[src/rtl/io_pkg.sv]
// Shared encodings for the IO lane scheduler: FSM states, lane indices, object-count defaults.
package io_pkg;
  typedef enum logic [1:0] {
    S_IDLE   = 2'b00,
    S_DECOMP = 2'b01,
    S_DRAIN  = 2'b11,
    S_CALC   = 2'b10
  } state_e;

  localparam int NUM_LANES     = 4;
  localparam int LANE_A        = 0;
  localparam int LANE_B        = 1;
  localparam int LANE_U        = 2;
  localparam int LANE_REST     = 3;
  localparam int LAST_OBJS_DEF = 4;

  // Object counter width, clamped to 2..8 bits.
  function automatic int obj_cnt_w(input int n);
    int w;
    w = $clog2(n + 1);
    if (w < 2) w = 2;
    if (w > 8) w = 8;
    return w;
  endfunction
endpackage

[src/rtl/io_lane_slot.sv]
// One decompressor lane: registered byte, valid flag and sticky finish flag.
module io_lane_slot (
  input  logic       clk,
  input  logic       reset_n,
  input  logic       word_hs,
  input  logic       clr,
  input  logic       fin_clr,
  input  logic       fin_set,
  input  logic [7:0] byte_in,
  input  logic       lane_ready,
  output logic [7:0] lane_data,
  output logic       lane_valid,
  output logic       finish,
  output logic       lane_hs
);
  assign lane_hs = lane_valid & lane_ready;

  always_ff @(posedge clk or negedge reset_n) begin
    if (!reset_n) begin
      lane_data  <= '0;
      lane_valid <= 1'b0;
      finish     <= 1'b0;
    end else begin
      // An abort outranks any handshake seen in the same cycle.
      if (clr)          lane_valid <= 1'b0;
      else if (word_hs) lane_valid <= !finish;
      else if (lane_hs) lane_valid <= 1'b0;
      if (word_hs && !clr) lane_data <= byte_in;
      if (clr || fin_clr)  finish <= 1'b0;
      else if (fin_set)    finish <= 1'b1;
    end
  end
endmodule

[src/rtl/io_lane_scheduler.sv]
// Splits 32-bit words into four decompressor byte lanes and sequences IDLE/DECOMP/DRAIN/CALC.
// Optional idle watchdog enabled by defining IO_SCHED_WATCHDOG_EN.
module io_lane_scheduler
  import io_pkg::*;
#(
  parameter int LAST_OBJS   = LAST_OBJS_DEF,
  parameter int WDOG_CYCLES = 255
) (
  input  logic        clk,
  input  logic        reset_n,
  input  logic        int_req,
  input  logic        process,
  input  logic        word_valid,
  output logic        word_ready,
  input  logic [31:0] data_in,
  output logic [31:0] lane_data,
  output logic [3:0]  lane_valid,
  input  logic [3:0]  lane_ready,
  input  logic [3:0]  lane_eob,
  output logic [3:0]  start,
  output logic        next_obj,
  output logic [1:0]  phase,
  output logic        done,
  output logic        wdog_err
);
  localparam int CW = obj_cnt_w(LAST_OBJS);

  state_e          state;
  logic [3:0]      finish, lane_hs, eob_hs, fin_set;
  logic [CW-1:0]   obj_cnt;
  logic            word_hs, abort, go, clr, wdog_fire;

  assign phase      = state;
  assign word_ready = (state == S_DECOMP) && (lane_valid == 4'b0000);
  assign word_hs    = word_valid && word_ready;
  assign abort      = ((state == S_DECOMP) || (state == S_DRAIN)) && int_req && process;
  assign go         = (state == S_IDLE) && int_req && !process;
  assign clr        = abort || wdog_fire;
  assign eob_hs     = lane_hs & lane_eob;
  assign fin_set    = {eob_hs[LANE_REST] && (obj_cnt == CW'(LAST_OBJS - 1)),
                       eob_hs[LANE_U], eob_hs[LANE_B], eob_hs[LANE_A]};

  for (genvar i = 0; i < NUM_LANES; i++) begin : g_slot
    io_lane_slot u_slot (
      .clk       (clk),
      .reset_n   (reset_n),
      .word_hs   (word_hs),
      .clr       (clr),
      .fin_clr   (go),
      .fin_set   (fin_set[i]),
      .byte_in   (data_in[8*i +: 8]),
      .lane_ready(lane_ready[i]),
      .lane_data (lane_data[8*i +: 8]),
      .lane_valid(lane_valid[i]),
      .finish    (finish[i]),
      .lane_hs   (lane_hs[i])
    );
  end

  always_ff @(posedge clk or negedge reset_n) begin
    if (!reset_n) begin
      obj_cnt  <= '0;
      next_obj <= 1'b0;
    end else begin
      next_obj <= eob_hs[LANE_REST] && !clr;
      if (go || clr)              obj_cnt <= '0;
      else if (eob_hs[LANE_REST]) obj_cnt <= obj_cnt + 1'b1;
    end
  end

`ifdef IO_SCHED_WATCHDOG_EN
  localparam int WW = $clog2(WDOG_CYCLES + 1);
  logic [WW-1:0] wcnt;

  assign wdog_fire = (state == S_DECOMP) && !word_hs && !abort && (wcnt == WW'(WDOG_CYCLES - 1));

  always_ff @(posedge clk or negedge reset_n) begin
    if (!reset_n)                          wcnt <= '0;
    else if (state != S_DECOMP || word_hs) wcnt <= '0;
    else                                   wcnt <= wcnt + 1'b1;
  end
`else
  assign wdog_fire = 1'b0;
`endif

  always_ff @(posedge clk or negedge reset_n) begin
    if (!reset_n) begin
      state    <= S_IDLE;
      start    <= 4'b0000;
      done     <= 1'b0;
      wdog_err <= 1'b0;
    end else begin
      start <= 4'b0000;
      done  <= 1'b0;
      if (wdog_fire) wdog_err <= 1'b1;
      case (state)
        S_IDLE: if (go) begin
          state <= S_DECOMP;
          start <= 4'b1111;
        end
        S_DECOMP: begin
          if (abort)                  state <= S_CALC;
          else if (wdog_fire)         state <= S_IDLE;
          else if (finish == 4'b1111) state <= S_DRAIN;
        end
        S_DRAIN: begin
          if (abort) state <= S_CALC;
          else if (lane_valid == 4'b0000) begin
            state <= S_IDLE;
            done  <= 1'b1;
          end
        end
        S_CALC:  if (!process) state <= S_IDLE;
        default: state <= S_IDLE;
      endcase
    end
  end
endmodule

[config.mk]
export PLATFORM = sky130hd
export DESIGN_NAME = io_lane_scheduler
export DESIGN_NICKNAME = d
export VERILOG_FILES = /design/src/rtl/io_pkg.sv /design/src/rtl/io_lane_slot.sv /design/src/rtl/io_lane_scheduler.sv
export SDC_FILE = /design/constraint.sdc
export NUM_CORES = 1
export LEC_CHECK = 0
export ABC_AREA = 0
export BUFFER_PORTS_ARGS = -buffer_cell sky130_fd_sc_hd__buf_4
export CORE_UTILIZATION = 45
export DETAILED_ROUTE_END_ITERATION = 6
export PLACE_DENSITY = 0.74
export SETUP_SLACK_MARGIN = 0.2
export SLEW_MARGIN = 20
export SYNTH_ARGS = -nofsm -noshare
export SYNTH_HDL_FRONTEND = slang
export SYNTH_SLANG_ARGS = --single-unit
export TNS_END_PERCENT = 50
[constraint.sdc]
create_clock -name clk -period 5.2 [get_ports clk]
set_clock_uncertainty 0.2 [all_clocks]
set_input_delay 0 -clock clk [delete_from_list [all_inputs] [get_ports clk]]
set_output_delay 0 -clock clk [all_outputs]
set_load 0.005 [all_outputs]
==> key figures <==
Logic synthesis
  – Post-synth ARST share: between 90% and 100%
  – Post-synth EDFFs: 0
  – FF+latch count, synth: between 40 and 50
  – Synth Area per Inst: about 13 µm²
  – Synth Warn #: 0
  – Dominant synthesized flop cell: dfrtp_1
  – Post-synthesis net count: 195
  – Synthesized area: roughly 0.0020 mm²
  – Register area share after synthesis: roughly 60%
  – Netlist cell types: 29
  – Synth Instances: ~150

Routing
  – Via density: approximately 4.9
  – DRC Markers: 0
  – Initial DRC Count: 55
  – Final ANT Viol Nets: 0
  – Routed wire per std cell: between 10 and 15 µm
  – DR pass1 iterations: 4
  – Vias: 1624
  – Final WL: approximately 4900 µm

GRT
  – Vias in the first global route: 1605
  – First-pass GRT wire length: between 7000 and 8000 µm
  – GR Util All Layers: between 20 and 25%
  – Largest net degree at the start of global routing: 49
  – Initial antenna violation count: 0
  – Total grt overflow: 0

Power and ir drop
  – Sequential Power Share: approximately 41%
  – Gate power share: between 40% and 50%
  – Sw frac: 29.7%
  – Clock network fraction of total power: between 10% and 20%
  – Total chip power: between 1500 and 2000 µW
  – Worst IR Drop VDD: 0.291 mV
  – Psw: 472 µW
  – Int Pwr: between 1000 and 1500 µW
  – Lkg Pwr: ~0.0015 µW
  – Power density cells: between 400 and 500 mW/mm²

STA
  – FMAX: 403 MHz
  – Worst Tran Pin Value: 0.623 ns
  – Period Utilization, post-route: 47.7%
  – Post-route minimum period: roughly 2.5 ns
  – Slew HR: between 50% and 60%
  – RSZ-0062 raised after global routing: no
  – Hold WS: ~0.040 ns
  – Final count of pins violating max slew: 0
  – Final setup fails: 0
  – Fin. Hold Viols: 0
  – Final setup TNS: 0 ns

Floorplanning
  – Row cnt: 23
  – Die area: between 0.004 and 0.005 mm²
  – Die Y: 68.6 µm
  – Die X: 68.6 µm
  – Core area: 0.00412 mm²
  – I/O pin cnt: 91
  – Initial Util: between 40 and 50%

Clock tree
  – Deepest clock path buffer count: 2
  – CTS sink cnt: 48
  – Worst-path clk slew: 0.08 ns
  – CTS root buffer: clkbuf_8
  – Post-CTS sizing: 0
  – CTS Buf Count: 5
  – H-tree depth: 2
  – CTS tree: yes
  – Clk Latency, worst-skew pair: around 0.3 ns

Placement
  – Placed cell count: between 200 and 300
  – Port buffer count: slightly below 90
  – Dpl hpwl: 3060 µm
  – GPL Wtd Cong: 0.721

Worst setup path
  – Worst Setup Start Kind: flip-flop
  – Crit. End Element: flip-flop
  – Data arrival, critical path: roughly 2.5 ns
  – Worst path required time: between 5 and 6 ns
  – CP Max Fanout: 32
  – R2R cell count: 4
  – WS Path Type: flip-flop to flip-flop

Cells and area
  – Diodes inserted: 0
  – Layout cell share with drive strength beyond 1: between 40% and 50%
  – Area growth, synth to finish: 61.4%
  – Post-Layout Cell Count: around 330
  – Final #Nets: about 330

Hold path
  – Hold crit path type: input pin to flip-flop
  – Hold Crit Depth: 3

Run status
  – Outcome: completed

Flow run
  – Max-Cap Viols: 0
-- critical path: stages (launching register included) --
cell and delay (ns):
dfrtp_1 0.41, or4_1 0.72, nor3b_4 0.23, buf_4 0.38, mux2_2 0.40
-- power groups by stage --
stage	clock [µW]	combinational (µW)	sequential [µW]
6_report	279	654	657
3_3_place_gp	0	581	643
5_1_grt	303	714	678
2_1_floorplan	0	309	644
4_1_cts	286	650	651
3_5_place_dp	0	600	658
-- final timing paths --
path	slack [ns]	endpoint	startpoint
worst max-delay path	2.72	g_slot[3].u_slot.lane_data[7]	g_slot[1].u_slot.lane_valid
worst min-delay path	0.04	obj_cnt[2]	lane_eob[3]
worst max register to register	2.72	g_slot[3].u_slot.lane_data[7]	g_slot[1].u_slot.lane_valid
worst min register to register	0.30	g_slot[2].u_slot.lane_data[7]	g_slot[2].u_slot.lane_data[7]
max in group asynchronous	4.35	obj_cnt[1]	reset_n
min in group asynchronous	0.05	g_slot[1].u_slot.lane_data[2]	reset_n
-- cells in the final DEF (no fill, tap or decap), types with 3 or more instances in the layout --
cell / instances
nor2_1: 7
clkbuf_8: 6
a21oi_1: 4
o32ai_1: 4
nand2_1: 5
dlygate4sd3_1: 47
and2_1: 5
dfrtp_1: 48
inv_1: 7
a31oi_1: 3
buf_4: 90
mux2_2: 32
-- metal layers --
layer | vias to the layer above | routed length (µm) | GRT usage, % | part of all wire (%)
li1 | 766 | - | - | -
met1 | 781 | 2020 | 26.4 | 41
met2 | 73 | 2440 | 39.2 | 50
met3 | 4 | 394 | 6.74 | 8.1
met4 | 0 | 31 | 6.25 | 0.63
met5 | - | 0 | 0 | 0
-- cells in the mapped netlist (2+ instances only) --
cell / n / share of area [%]
a31oi_1: 3 / 0.94
nor2_1: 7 / 1.3
nand2_1: 5 / 0.94
and2_1: 5 / 1.6
nor3_1: 2 / 0.50
o32ai_1: 4 / 1.8
a21oi_1: 4 / 1.0
ha_1: 2 / 1.3
o21ai_0: 2 / 0.50
buf_6: 3 / 1.7
dfrtp_1: 48 / 60
mux2_2: 32 / 18
clkbuf_1: 2 / 0.38
buf_4: 8 / 3.0
inv_1: 7 / 1.3
-- what timing repair did --
action / CTS / global route
setup buffers: 0 / 0
endpoints found under the hold margin: 92 / 0
hold buffers: 47 / 0
-- cells by family (layout without fill, tap and decap cells) --
family	Yosys count	after routing	share of synthesized area [%]
buffers and inverters	21	152	6.65
other	1	1	0.188
and+or+nand+nor	27	27	7.53
xor gates and xnor gates	1	1	0.440
muxes	33	33	18.6
AOI/OAI and AO/OA	15	15	5.02
DFF	48	48	60.3
adders and majority gates	2	2	1.26
-- final cells by class --
type | count | area [µm²]
Tap cell | 50 | 62.6
Clock buffer | 6 | 82.6
Fill cell | 250 | 898
Clock inverter | 2 | 38.8
Sequential cell | 48 | 1200
Inverter | 7 | 26.3
Timing Repair Buffer | 137 | 1150
Multi-Input combinational cell | 79 | 659
-- stage by stage --
stage	worst slack, ns	cell area, µm²	utilization [%]
after floorplan	3.01	1990	-
after global placement	2.80	2630	63.8
after detailed placement	2.73	2630	63.8
after CTS	2.73	3220	78.2
after global routing	2.60	3220	78.2
final	2.72	3220	78.2
-- registers in the layout, summed over array words and instances, names as in the netlist --
signal	flops
phase	2
obj_cnt	3
g_slot.u_slot.finish	4
done	1
g_slot.u_slot.lane_data	32
g_slot.u_slot.lane_valid	4
start	1
next_obj	1
(Power assumes the default switching activity.)
